## src/rtl/aes_pkg.sv

```systemverilog
// Shared AES datapath types used by the S-box feed path.
package aes_pkg;

    localparam int AES_NBYTES = 16;
    localparam int AES_BYTE_W = 8;

    typedef logic [7:0]   byte_t;
    typedef logic [127:0] state_t;

    typedef enum logic {
        IDLE  = 1'b0,
        SHIFT = 1'b1
    } ser_state_t;

endpackage

```

## src/rtl/mod_reg16_ser_if.sv

```systemverilog
// Load-side and FIFO-side signals of the state-word serializer.
interface mod_reg16_ser_if
    import aes_pkg::*;
#(
    parameter int NBYTES = AES_NBYTES,
    parameter int BYTE_W = AES_BYTE_W
);

    logic [NBYTES*BYTE_W-1:0]  inp;
    logic                      load;
    logic                      fifo_empty;
    logic [BYTE_W-1:0]         outp;
    logic                      empty;
    logic                      ready_in;
    logic                      last;
    logic [$clog2(NBYTES)-1:0] byte_idx;
    logic                      load_err;

    // master is the serializer itself; slave is whatever loads it and drains it
    modport master (
        input  inp, load, fifo_empty,
        output outp, empty, ready_in, last, byte_idx, load_err
    );

    modport slave (
        output inp, load, fifo_empty,
        input  outp, empty, ready_in, last, byte_idx, load_err
    );

endinterface

```

## src/rtl/mod_reg16_ser.sv

```systemverilog
// Splits a loaded AES state word into bytes and hands them one at a time
// to the one-byte ROM-feed FIFO, advancing only when that FIFO is empty.
module mod_reg16_ser
    import aes_pkg::*;
#(
    parameter int NBYTES    = AES_NBYTES,
    parameter int BYTE_W    = AES_BYTE_W,
    parameter int MSB_FIRST = 1
) (
    input  logic            clk,
    input  logic            reset,
    mod_reg16_ser_if.master bus
);

    localparam int W  = NBYTES * BYTE_W;
    localparam int IW = $clog2(NBYTES);

    typedef logic [IW-1:0] idx_t;

    ser_state_t        state_q, state_d;
    logic [W-1:0]      shreg_q, shreg_d;
    logic [BYTE_W-1:0] outp_q, outp_d;
    logic              last_q, last_d;
    idx_t              idx_q, idx_d;
    logic              load_err_q, load_err_d;
    logic              xfer;
    logic [W-1:0]      shifted;
    idx_t              next_idx;

    // The byte being offered always sits at the head of the shift register
    function automatic logic [BYTE_W-1:0] head_byte(input logic [W-1:0] v);
        if (MSB_FIRST != 0) return v[W-1 -: BYTE_W];
        else                return v[BYTE_W-1:0];
    endfunction

    function automatic logic [W-1:0] drop_head(input logic [W-1:0] v);
        if (MSB_FIRST != 0) return v << BYTE_W;
        else                return v >> BYTE_W;
    endfunction

    assign xfer = (state_q == SHIFT) && bus.fifo_empty;

    always_comb begin
        state_d    = state_q;
        shreg_d    = shreg_q;
        outp_d     = outp_q;
        last_d     = last_q;
        idx_d      = idx_q;
        load_err_d = 1'b0;
        shifted    = drop_head(shreg_q);
        next_idx   = idx_q + idx_t'(1);

        case (state_q)
            IDLE: begin
                if (bus.load) begin
                    shreg_d = bus.inp;
                    outp_d  = head_byte(bus.inp);
                    idx_d   = '0;
                    last_d  = 1'b0;
                    state_d = SHIFT;
                end
            end
            SHIFT: begin
                // A load here is dropped, even on the edge that finishes the word
                load_err_d = bus.load;
                if (xfer) begin
                    if (last_q) begin
                        state_d = IDLE;
                        idx_d   = '0;
                        last_d  = 1'b0;
                    end else begin
                        shreg_d = shifted;
                        outp_d  = head_byte(shifted);
                        idx_d   = next_idx;
                        last_d  = (next_idx == idx_t'(NBYTES - 1));
                    end
                end
            end
            default: state_d = IDLE;
        endcase
    end

    always_ff @(posedge clk) begin
        if (reset) begin
            state_q    <= IDLE;
            shreg_q    <= '0;
            outp_q     <= '0;
            last_q     <= 1'b0;
            idx_q      <= '0;
            load_err_q <= 1'b0;
        end else begin
            state_q    <= state_d;
            shreg_q    <= shreg_d;
            outp_q     <= outp_d;
            last_q     <= last_d;
            idx_q      <= idx_d;
            load_err_q <= load_err_d;
        end
    end

    assign bus.outp     = outp_q;
    assign bus.empty    = (state_q == IDLE);
    assign bus.ready_in = (state_q == IDLE);
    assign bus.last     = last_q;
    assign bus.byte_idx = idx_q;
    assign bus.load_err = load_err_q;

endmodule

```

## src/flat_wrapper.sv

```systemverilog
// flat-port wrapper written by rule: the top's interface ports become plain ports
module mod_reg16_ser_flat import aes_pkg::*;
#(
    parameter int NBYTES    = AES_NBYTES,
    parameter int BYTE_W    = AES_BYTE_W,
    parameter int MSB_FIRST = 1
)
  (clk, reset, bus_inp, bus_load, bus_fifo_empty, bus_outp, bus_empty, bus_ready_in, bus_last, bus_byte_idx, bus_load_err);
  mod_reg16_ser_if #(.NBYTES(NBYTES), .BYTE_W(BYTE_W)) bus_i ();
  input  logic clk;
  input  logic reset;
  input wire logic [$bits(bus_i.inp)-1:0] bus_inp;
  input wire logic [$bits(bus_i.load)-1:0] bus_load;
  input wire logic [$bits(bus_i.fifo_empty)-1:0] bus_fifo_empty;
  output wire logic [$bits(bus_i.outp)-1:0] bus_outp;
  output wire logic [$bits(bus_i.empty)-1:0] bus_empty;
  output wire logic [$bits(bus_i.ready_in)-1:0] bus_ready_in;
  output wire logic [$bits(bus_i.last)-1:0] bus_last;
  output wire logic [$bits(bus_i.byte_idx)-1:0] bus_byte_idx;
  output wire logic [$bits(bus_i.load_err)-1:0] bus_load_err;
  assign bus_i.inp = bus_inp;
  assign bus_i.load = bus_load;
  assign bus_i.fifo_empty = bus_fifo_empty;
  assign bus_outp = bus_i.outp;
  assign bus_empty = bus_i.empty;
  assign bus_ready_in = bus_i.ready_in;
  assign bus_last = bus_i.last;
  assign bus_byte_idx = bus_i.byte_idx;
  assign bus_load_err = bus_i.load_err;
  mod_reg16_ser #(.NBYTES(NBYTES), .BYTE_W(BYTE_W), .MSB_FIRST(MSB_FIRST)) u_core (.clk(clk), .reset(reset), .bus(bus_i));
endmodule
```

## config.mk

```make
export PLATFORM = sky130hd
export DESIGN_NAME = mod_reg16_ser_flat
export DESIGN_NICKNAME = d
export VERILOG_FILES = /design/src/rtl/aes_pkg.sv /design/src/rtl/mod_reg16_ser_if.sv /design/src/rtl/mod_reg16_ser.sv /design/src/flat_wrapper.sv
export SDC_FILE = /design/constraint.sdc
export NUM_CORES = 1
export LEC_CHECK = 0
export ABC_AREA = 1
export CORE_MARGIN = 8
export CORE_UTILIZATION = 54
export DETAILED_ROUTE_END_ITERATION = 8
export GPL_ROUTABILITY_DRIVEN = 1
export PLACE_DENSITY_LB_ADDON = 0.15
export SLEW_MARGIN = 5
export SYNTH_ARGS = -nofsm -noshare
export SYNTH_HDL_FRONTEND = slang
export SYNTH_SLANG_ARGS = --single-unit
```

## constraint.sdc

```tcl
create_clock -name clk -period 2 [get_ports clk]
set_input_delay 0.4 -clock clk [delete_from_list [all_inputs] [get_ports clk]]
set_output_delay 0.4 -clock clk [all_outputs]
set_load 0.005 [all_outputs]
```

==> flow_summary_export.csv, run 1 <==
group,metric,value,unit
floorplanning,io_pins,148,
critical_path,critPathCapture,"bus_byte_idx[0]",
clock_tree,clockBufferDepth,2,
sta,period_share,92.5,%
detailed_routing,routed_wl,16500,um
power,power.leakage,0.00362,uW
yosys,syn_area_per_cell,6.44,um^2
floorplanning,die_w,125,um
critical_path,crit_type,"flip-flop to output port",
sta,holdWs,0.376,ns
critical_path,critPathMaxFanout,7,
critical_path,max_stage_delay,0.60,ns
clock_tree,h-tree-depth,4,
hold_path,min_path_cells,2,
clock_tree,cts_setup_buffers,0,
yosys,ys_seq_area_share,42.3,%
global_route,grt_pass1_wl,27800,um
layout,syn_to_final_growth,29.4,%
critical_path,worst_r2r_endpoint,"u_core.shreg_q[106]",
sta,finalWorstSetupSlack,0.151,ns
detailed_routing,first_iter_violations,630,
critical_path,required,1.60,ns
yosys,synthesis.instances,993,
yosys,synthesis.nets,1127,
sta,period_minus_slack,1.85,ns
critical_path,crit_chain,"clkdlybuf4s50_1",
placement,hpwl,10700,um
yosys,yosysTopAreaCell,"dfxtp_1",
detailed_routing,wl_per_cell,13.1,um
critical_path,path_delay_family,"buffers and inverters",
critical_path,startpoint_type,"flip-flop",
layout,utilization,72.1,%
detailed_routing,vias,6306,
layout,drive_gt1_share,4.31,%
detailed_routing,ant_nets,0,
critical_path,critPathCaptureType,"output port",
critical_path,ff2ff_path_depth,7,
yosys,synth.top_cell.area_share,42.3,%
sta,maxSlewViolCount,0,
clock_tree,cts_made_buffers,17,
placement,io_buffers,147,
placement,pre_cts_slack,0.152,ns
power,power_per_cell_area,841,nW/um^2
sta,grt_setup_unrepaired,"no",
floorplanning,core,11500,um^2
floorplanning,start_util,55.7,%
clock_tree,insertion_delay,0.41,ns
global_route,antenna_found_initial,0,
critical_path,crit_arrival,1.45,ns
placement,gp_congestion,0.818,
sta,clock_skew,0.00649,ns
global_route,grt_pass1_vias,5977,
floorplanning,dieArea,15600,um^2
detailed_routing,vias_per_cell,5.02,
yosys,synth_warnings,0,
detailed_routing,drcViolationCount,0,
yosys,yosys.cell_types.count,20,
placement,place_area,7740,um^2
clock_tree,clk_pin_slew_worst_paths,0.05,ns
flow_run,maxCapViolCount,0,
yosys,netlist_area,6390,um^2
critical_path,slowest_stage,"clkdlybuf4s50_1",
critical_path,crit_start,"u_core.bus.byte_idx[0]",
clock_tree,cts_tree,"yes",
sta,tightest_slew,0.465,ns
critical_path,path_buf_inv,1,
layout,finalNetCount,1235,
clock_tree,clock_sinks,135,
sta,tns,0,ns
status,status,"finished clean",
sta,setup_violations,0,
layout,stdcell_area,8270,um^2
sta,max_freq,541,MHz
critical_path,crit_cells,1,
global_route,grt_util_all_layers,20.8,%
clock_tree,cts.repair.resized,0,
global_route,grt_max_degree,76,
sta,hold_viol_final,0,
yosys,synth.area.top_cells,"dfxtp_1, nand2_1, a21oi_1",
floorplanning,rows,39,
layout,diodes,0,
global_route,grt_overflow_total,0,
critical_path,r2r_setup_slack,0.64,ns
sta,slew_headroom,69.0,%
yosys,synth_seq_cells,135,
clock_tree,cts_hold_buf,0,
critical_path,worstReg2RegStart,"u_core.state_q",
clock_tree,root_buffer,"clkbuf_16",
detailed_routing,firstDrtPassIters,5,
power,peakVddDrop,0.958,mV
floorplanning,die_h,125,um
hold_path,hold_path_class,"input port to flip-flop",
[report_power, final]
| part | internal [uW] | switching, uW |
|---|---|---|
| registers | 2890 | 104 |
| logic | 542 | 639 |
| clock network | 1740 | 1050 |
[synthesized netlist by cell type]
master    number
a211oi_1       1
dfxtp_1      135
nand4_1        1
nor2_1         3
nand2_4        1
inv_1          8
buf_4          4
nand3_2        1
nand2_1      619
nand3_1       10
buf_2         21
o21ai_0        1
nor2_2         1
nor3_1         1
a21oi_1      133
clkbuf_1      20
ha_1           2
inv_2          3
buf_6         27
or2_2          1
[per-stage QoR]
step,power (uW),cells
2_1_floorplan,3810,993
3_3_place_gp,4200,1225
3_5_place_dp,4210,1225
4_1_cts,7010,1256
5_1_grt,7270,1256
6_report,6960,1256
[cell type report]
class,instances,area (um^2)
clock buffer,28,517
clock inverter,3,15.0
fill,993,3200
inverter,11,46.3
multi-input combinational,775,3130
sequential,135,2710
tap,143,179
timing repair buffer,161,1670
[sequential cells by signal, summed over array words and instances, names as in the netlist]
signal and cells:
u_core.bus.load_err 1, u_core.state_q 1, u_core.shreg_q 120, u_core.bus.last 1, u_core.bus.byte_idx 4, u_core.bus.outp 8
[worst min path at each step]
| stage | from | to | slack (ns) |
|---|---|---|---|
| final | reset | u_core.shreg_q[35] | 0.38 |
| after global routing | reset | u_core.shreg_q[28] | 0.37 |
| after CTS | reset | u_core.shreg_q[35] | 0.36 |
| after detailed placement | u_core.shreg_q[62] | u_core.shreg_q[62] | 0.45 |
| after global placement | u_core.shreg_q[83] | u_core.shreg_q[83] | 0.45 |
| after floorplan | u_core.shreg_q[100] | u_core.shreg_q[100] | 0.44 |
[per-layer routing]
| layer | vias to the layer above | part of all wire [%] | GRT usage [%] |
|---|---|---|---|
| li1 | 3289 | - | - |
| met1 | 2826 | 47 | 27.1 |
| met2 | 179 | 46 | 32.7 |
| met3 | 12 | 6.0 | 5.74 |
| met4 | 0 | 0.88 | 6.31 |
| met5 | - | 0 | 0 |
[placed cells by master, fill, tap and decap left out, drive strengths merged]
| cell | n |
|---|---|
| or2 | 1 |
| a211oi | 1 |
| clkbuf | 28 |
| clkdlybuf4s50 | 146 |
| inv | 11 |
| clkinv | 3 |
| o21ai | 1 |
| nand3 | 11 |
| nand2 | 620 |
| dfxtp | 135 |
| buf | 15 |
| ha | 2 |
| nand4 | 1 |
| a21oi | 133 |
| nor3 | 1 |
| nor2 | 4 |
[logic make-up (layout without fill, tap and decap cells)]
group / after synthesis / count (layout) / share of synthesized area (%)
and+or+nand+nor: 638 / 638 / 38.0
AOI/OAI and AO/OA: 135 / 135 / 10.6
DFF: 135 / 135 / 42.3
buffers and inverters: 83 / 203 / 8.69
adders and majority gates: 2 / 2 / 0.391
No activity file was read; power rests on OpenSTA's default activity.
==> run 2: changes to the inputs <==
- PLACE_DENSITY_LB_ADDON: 0.15 -> 0.08
==> flow_summary_export.csv, run 2 (synthesized netlist as in run 1, its figures left out) <==
group,metric,value,unit
sta,slew_headroom,49.0,%
critical_path,path_buf_inv,2,
placement,hpwl,10600,um
sta,setup_violations,0,
clock_tree,cts_tree,"yes",
detailed_routing,vias,6249,
critical_path,startpoint_type,"flip-flop",
sta,max_freq,531,MHz
global_route,grt.busiest_layer,"met2",
clock_tree,cts.repair.resized,0,
critical_path,r2r_setup_slack,0.44,ns
clock_tree,clock_sinks,135,
placement,place_inst,1228,
floorplanning,dieArea,15600,um^2
global_route,grt_pass1_wl,27400,um
sta,tns,0,ns
flow_run,maxCapViolCount,0,
critical_path,crit_chain,"inv_4 > clkdlybuf4s50_1",
critical_path,worst_r2r_endpoint,"u_core.shreg_q[70]",
hold_path,hold_start,"reset",
power,fin_total_pwr,7270,uW
layout,top_register,"u_core.shreg_q",
power,power_per_cell_area,872,nW/um^2
detailed_routing,routed_wl,16400,um
status,status,"finished clean",
power,peakVddDrop,0.646,mV
layout,multi_input_area,3130,um^2
global_route,grt_pass1_vias,5825,
layout,finalNetCount,1238,
power,power.leakage,0.00365,uW
floorplanning,rows,39,
clock_tree,insertion_delay,0.41,ns
hold_path,hold_path_class,"input port to flip-flop",
hold_path,hold_end,"u_core.shreg_q[36]",
sta,tightest_slew,0.765,ns
layout,fin_cells,1258,
layout,regArea,2710,um^2
global_route,met3_usage,7.19,%
global_route,grt_overflow_total,0,
clock_tree,cts_hold_buf,0,
layout,fill_cells,992,
layout,final_common_cell,"nand2_1",
critical_path,slowest_stage,"clkdlybuf4s50_1",
layout,diodes,0,
layout,final_cell_mix,"nand2_1, clkdlybuf4s50_1, dfxtp_1",
sta,clock_skew,0.00624,ns
critical_path,critPathMaxFanout,16,
detailed_routing,vias_per_cell,4.97,
floorplanning,io_pins,148,
global_route,grt_use_met2,32.0,%
placement,io_buffers,147,
sta,maxSlewViolCount,0,
global_route,grt_util_all_layers,20.9,%
clock_tree,cts_made_buffers,17,
critical_path,worstReg2RegStart,"u_core.state_q",
critical_path,max_stage_delay,0.54,ns
placement,gp_congestion,0.792,
global_route,grt_max_degree,77,
detailed_routing,first_iter_violations,470,
hold_path,min_path_cells,2,
floorplanning,start_util,55.7,%
floorplanning,die_w,125,um
layout,drive_gt1_share,4.57,%
clock_tree,clk_pin_slew_worst_paths,0.05,ns
layout,utilization,72.7,%
detailed_routing,drcViolationCount,0,
clock_tree,clockBufferDepth,2,
sta,period_minus_slack,1.88,ns
detailed_routing,firstDrtPassIters,4,
layout,syn_to_final_growth,30.4,%
critical_path,crit_arrival,1.48,ns
critical_path,crit_type,"flip-flop to output port",
clock_tree,cts_setup_buffers,0,
global_route,antenna_found_initial,0,
global_route,grtUsageMet1,27.0,%
clock_tree,root_buffer,"clkbuf_16",
floorplanning,core,11500,um^2
critical_path,path_delay_family,"buffers and inverters",
detailed_routing,ant_nets,0,
sta,grt_setup_unrepaired,"no",
clock_tree,h-tree-depth,4,
sta,hold_viol_final,0,
critical_path,ff2ff_path_depth,5,
critical_path,critPathCaptureType,"output port",
floorplanning,die_h,125,um
critical_path,required,1.60,ns
layout,largest_reg_flops,120,
sta,period_share,94.1,%
detailed_routing,wl_per_cell,13.1,um
run 2: worst register-to-register path, cell delays in order, from the launching register on:
cell     delay (ns)
dfxtp_4        0.39
buf_4          0.61
nand2_1        0.18
nand2_1        0.10
nand2_1        0.05
a21oi_1        0.16
run 2: worst max path at each step:
| stage | start | slack (ns) | cells after the start | endpoint |
|---|---|---|---|---|
| after CTS | u_core.state_q | 0.10 | 2 | bus_empty |
| after global routing | u_core.state_q | 0.06 | 2 | bus_empty |
| after floorplan | u_core.state_q | 0.67 | 5 | bus_ready_in |
| after global placement | bus_load | 0.18 | 9 | u_core.shreg_q[107] |
| final | u_core.state_q | 0.12 | 2 | bus_empty |
| after detailed placement | bus_load | 0.16 | 9 | u_core.shreg_q[49] |
run 2: through the flow:
step           setup slack (ns)  area [um^2]  hold slack [ns]
2_1_floorplan             0.670         6390            0.439
3_3_place_gp              0.184         7750            0.446
3_5_place_dp              0.163         7750            0.450
4_1_cts                   0.101         8340            0.428
5_1_grt                  0.0596         8340            0.437
6_report                  0.118         8340            0.438
run 2: area by class of cell:
| class | instances | area share (%) |
|---|---|---|
| Timing Repair Buffer | 164 | 20.2 |
| Tap cell | 143 | 2.15 |
| Clock buffer | 28 | 6.32 |
| Sequential cell | 135 | 32.5 |
| Multi-Input combinational cell | 775 | 37.6 |
| Inverter | 11 | 0.555 |
| Clock inverter | 2 | 0.721 |
run 2: layer usage:
layer / vias up / part of all wire, % / routed length [um]
met5: - / 0 / 0
met4: 0 / 1.5 / 240
met2: 167 / 46 / 7490
met1: 2765 / 46 / 7630
li1: 3298 / - / -
met3: 19 / 6.5 / 1070
run 2: power by group:
group | switching [uW] | internal [uW] | total (uW)
Clock | 1080 | 2020 | 3100
Sequential | 102 | 2880 | 2990
Combinational | 636 | 547 | 1180
Total | 1820 | 5450 | 7270
==> run 3: changes to the inputs <==
- ABC_AREA: 1 -> 0
==> flow_summary_export.csv, run 3 <==
group,metric,value,unit
status,status,"finished clean",
floorplanning,die_w,124,um
critical_path,critPathMaxFanout,10,
critical_path,crit_start,"u_core.state_q",
floorplanning,rows,39,
sta,finalWorstSetupSlack,0.140,ns
sta,setup_violations,0,
detailed_routing,drcViolationCount,0,
global_route,grt_max_degree,62,
layout,diodes,0,
detailed_routing,firstDrtPassIters,5,
floorplanning,core,11400,um^2
layout,final_common_cell,"clkdlybuf4s50_1",
global_route,grt_pass1_vias,5247,
critical_path,slowest_stage,"clkdlybuf4s50_1",
placement,hpwl,11600,um
critical_path,critPathCaptureType,"output port",
critical_path,required,1.60,ns
detailed_routing,routed_wl,17000,um
layout,fill_cells,804,
floorplanning,die_h,124,um
global_route,antenna_found_initial,0,
detailed_routing,wl_per_cell,19.0,um
sta,period_share,93.0,%
clock_tree,insertion_delay,0.41,ns
critical_path,worstReg2RegStart,"u_core.state_q",
yosys,syn_area_per_cell,10.1,um^2
yosys,synth_seq_cells,135,
power,netSwitchingFraction,25.3,%
yosys,synth_warnings,0,
clock_tree,root_buffer,"clkbuf_16",
layout,multi_input_area,3230,um^2
yosys,synth_edf_count,0,
power,p_comb_share,19.3,%
yosys,synthesis.nets,758,
critical_path,crit_type,"flip-flop to output port",
placement,gp_congestion,0.788,
power,power.leakage,0.00300,uW
yosys,synth.area.top_cells,"dfxtp_1, mux2i_1, a211oi_1",
floorplanning,start_util,55.3,%
clock_tree,cts_setup_buffers,0,
yosys,ys_seq_area_share,43.0,%
power,internal-power,5710,uW
flow_run,maxCapViolCount,0,
layout,syn_to_final_growth,35.1,%
layout,top_register,"u_core.shreg_q",
global_route,grt_overflow_total,0,
power,power_per_cell_area,901,nW/um^2
clock_tree,clockBufferDepth,2,
global_route,grt_util_all_layers,22.4,%
layout,fin_cells,893,
power,peakVddDrop,0.722,mV
power,fin_total_pwr,7650,uW
yosys,netlist_area,6280,um^2
sta,tns,0,ns
hold_path,hold_start,"reset",
yosys,synth.top_cell.area_share,43.0,%
sta,period_minus_slack,1.86,ns
floorplanning,dieArea,15300,um^2
power,switchingPower,1940,uW
clock_tree,h-tree-depth,4,
sta,maxSlewViolCount,0,
layout,finalNetCount,872,
clock_tree,cts_made_buffers,17,
power,p_seq_share,40.9,%
power,clkPwrFrac,39.8,%
placement,pre_cts_slack,0.0659,ns
layout,regArea,2710,um^2
sta,slew_headroom,55.3,%
yosys,yosys.cell_types.count,27,
global_route,grt_pass1_wl,27000,um
critical_path,crit_arrival,1.46,ns
sta,grt_setup_unrepaired,"no",
yosys,synthesis.instances,624,
detailed_routing,first_iter_violations,452,
clock_tree,cts_tree,"yes",
layout,drive_gt1_share,12.4,%
yosys,synth_most_common_cell,"dfxtp_1",
detailed_routing,ant_nets,0,
placement,place_inst,862,
critical_path,max_stage_delay,0.48,ns
clock_tree,clk_pin_slew_worst_paths,0.05,ns
sta,max_freq,538,MHz
placement,io_buffers,147,
yosys,yosysTopAreaCell,"dfxtp_1",
sta,hold_viol_final,0,
layout,largest_reg_flops,120,
critical_path,crit_chain,"clkinv_2 > clkdlybuf4s50_1",
yosys,async_flop_share,0,%
detailed_routing,vias_per_cell,5.96,
yosys,netlist_top_cells_count,"dfxtp_1, mux2i_1, nor3_1",
clock_tree,cts.repair.resized,1,
layout,final_cell_mix,"clkdlybuf4s50_1, dfxtp_1, mux2i_1",
yosys,ys.flop_type,"dfxtp_1",
sta,tightest_slew,0.671,ns
clock_tree,clock_sinks,135,
detailed_routing,vias,5321,
floorplanning,io_pins,148,
critical_path,startpoint_type,"flip-flop",
sta,clock_skew,0.00334,ns
clock_tree,cts_hold_buf,0,
hold_path,hold_path_class,"input port to flip-flop",
run 3: cell types whose count changed in the layout (fill, tap and decap cells not counted), sizes merged, moves of 10 or more:
cell    previous run  this run
nand2            620         6
a21oi            133        10
mux2i              0       121
a211oi             1       120
nor3               1       120
inv               11         1
run 3: per-stage QoR:
step | util [%] | area, um^2 | hold WS (ns)
2_1_floorplan | - | 6280 | 0.443
4_1_cts | 74.6 | 8490 | 0.343
5_1_grt | 74.6 | 8490 | 0.363
6_report | 74.6 | 8490 | 0.362
3_5_place_dp | 69.5 | 7900 | 0.462
3_3_place_gp | 69.5 | 7900 | 0.456
run 3: power groups by stage:
stage               combinational (uW)  sequential, uW  clock [uW]
floorplan                          945            3120           0
global placement                  1430            3160           0
detailed placement                1470            3170           0
CTS                               1480            3120        3080
global route                      1600            3150        3210
finish                            1480            3120        3050
run 3: cell families after synthesis:
logic type	Yosys count	synth area share, %
and+or+nand+nor	155	12.4
xor gates and xnor gates	2	0.279
adders and majority gates	2	0.398
DFF	135	43.0
AOI/OAI and AO/OA	134	18.8
muxes	121	19.3
buffers and inverters	75	5.86
run 3: cell type report:
| type | count | share of cell area, % |
|---|---|---|
| multi-input combinational | 414 | 38.1 |
| clock buffer | 30 | 6.53 |
| tap | 143 | 2.11 |
| clock inverter | 1 | 0.354 |
| sequential | 135 | 31.9 |
| inverter | 2 | 0.103 |
| timing repair buffer | 168 | 20.9 |
run 3: final timing paths:
check	end	slack (ns)	cells after the start
max	bus_empty	0.14	2
min	u_core.bus.byte_idx[2]	0.36	2
max reg2reg	u_core.shreg_q[81]	0.36	3
min reg2reg	u_core.shreg_q[6]	0.47	2
run 3: per-layer routing:
layer | vias up | global-route usage (%) | wire length (um)
li1 | 2591 | - | -
met5 | - | 0 | 0
met1 | 2561 | 29.2 | 7680
met4 | 0 | 6.70 | 209
met2 | 151 | 35.2 | 8110
met3 | 18 | 6.35 | 984
run 3: critical path, delay by kind of cell (launching register included):
kind / cells / cell delay [ns]
buf+inv: 2 / 0.63
flops: 1 / 0.41
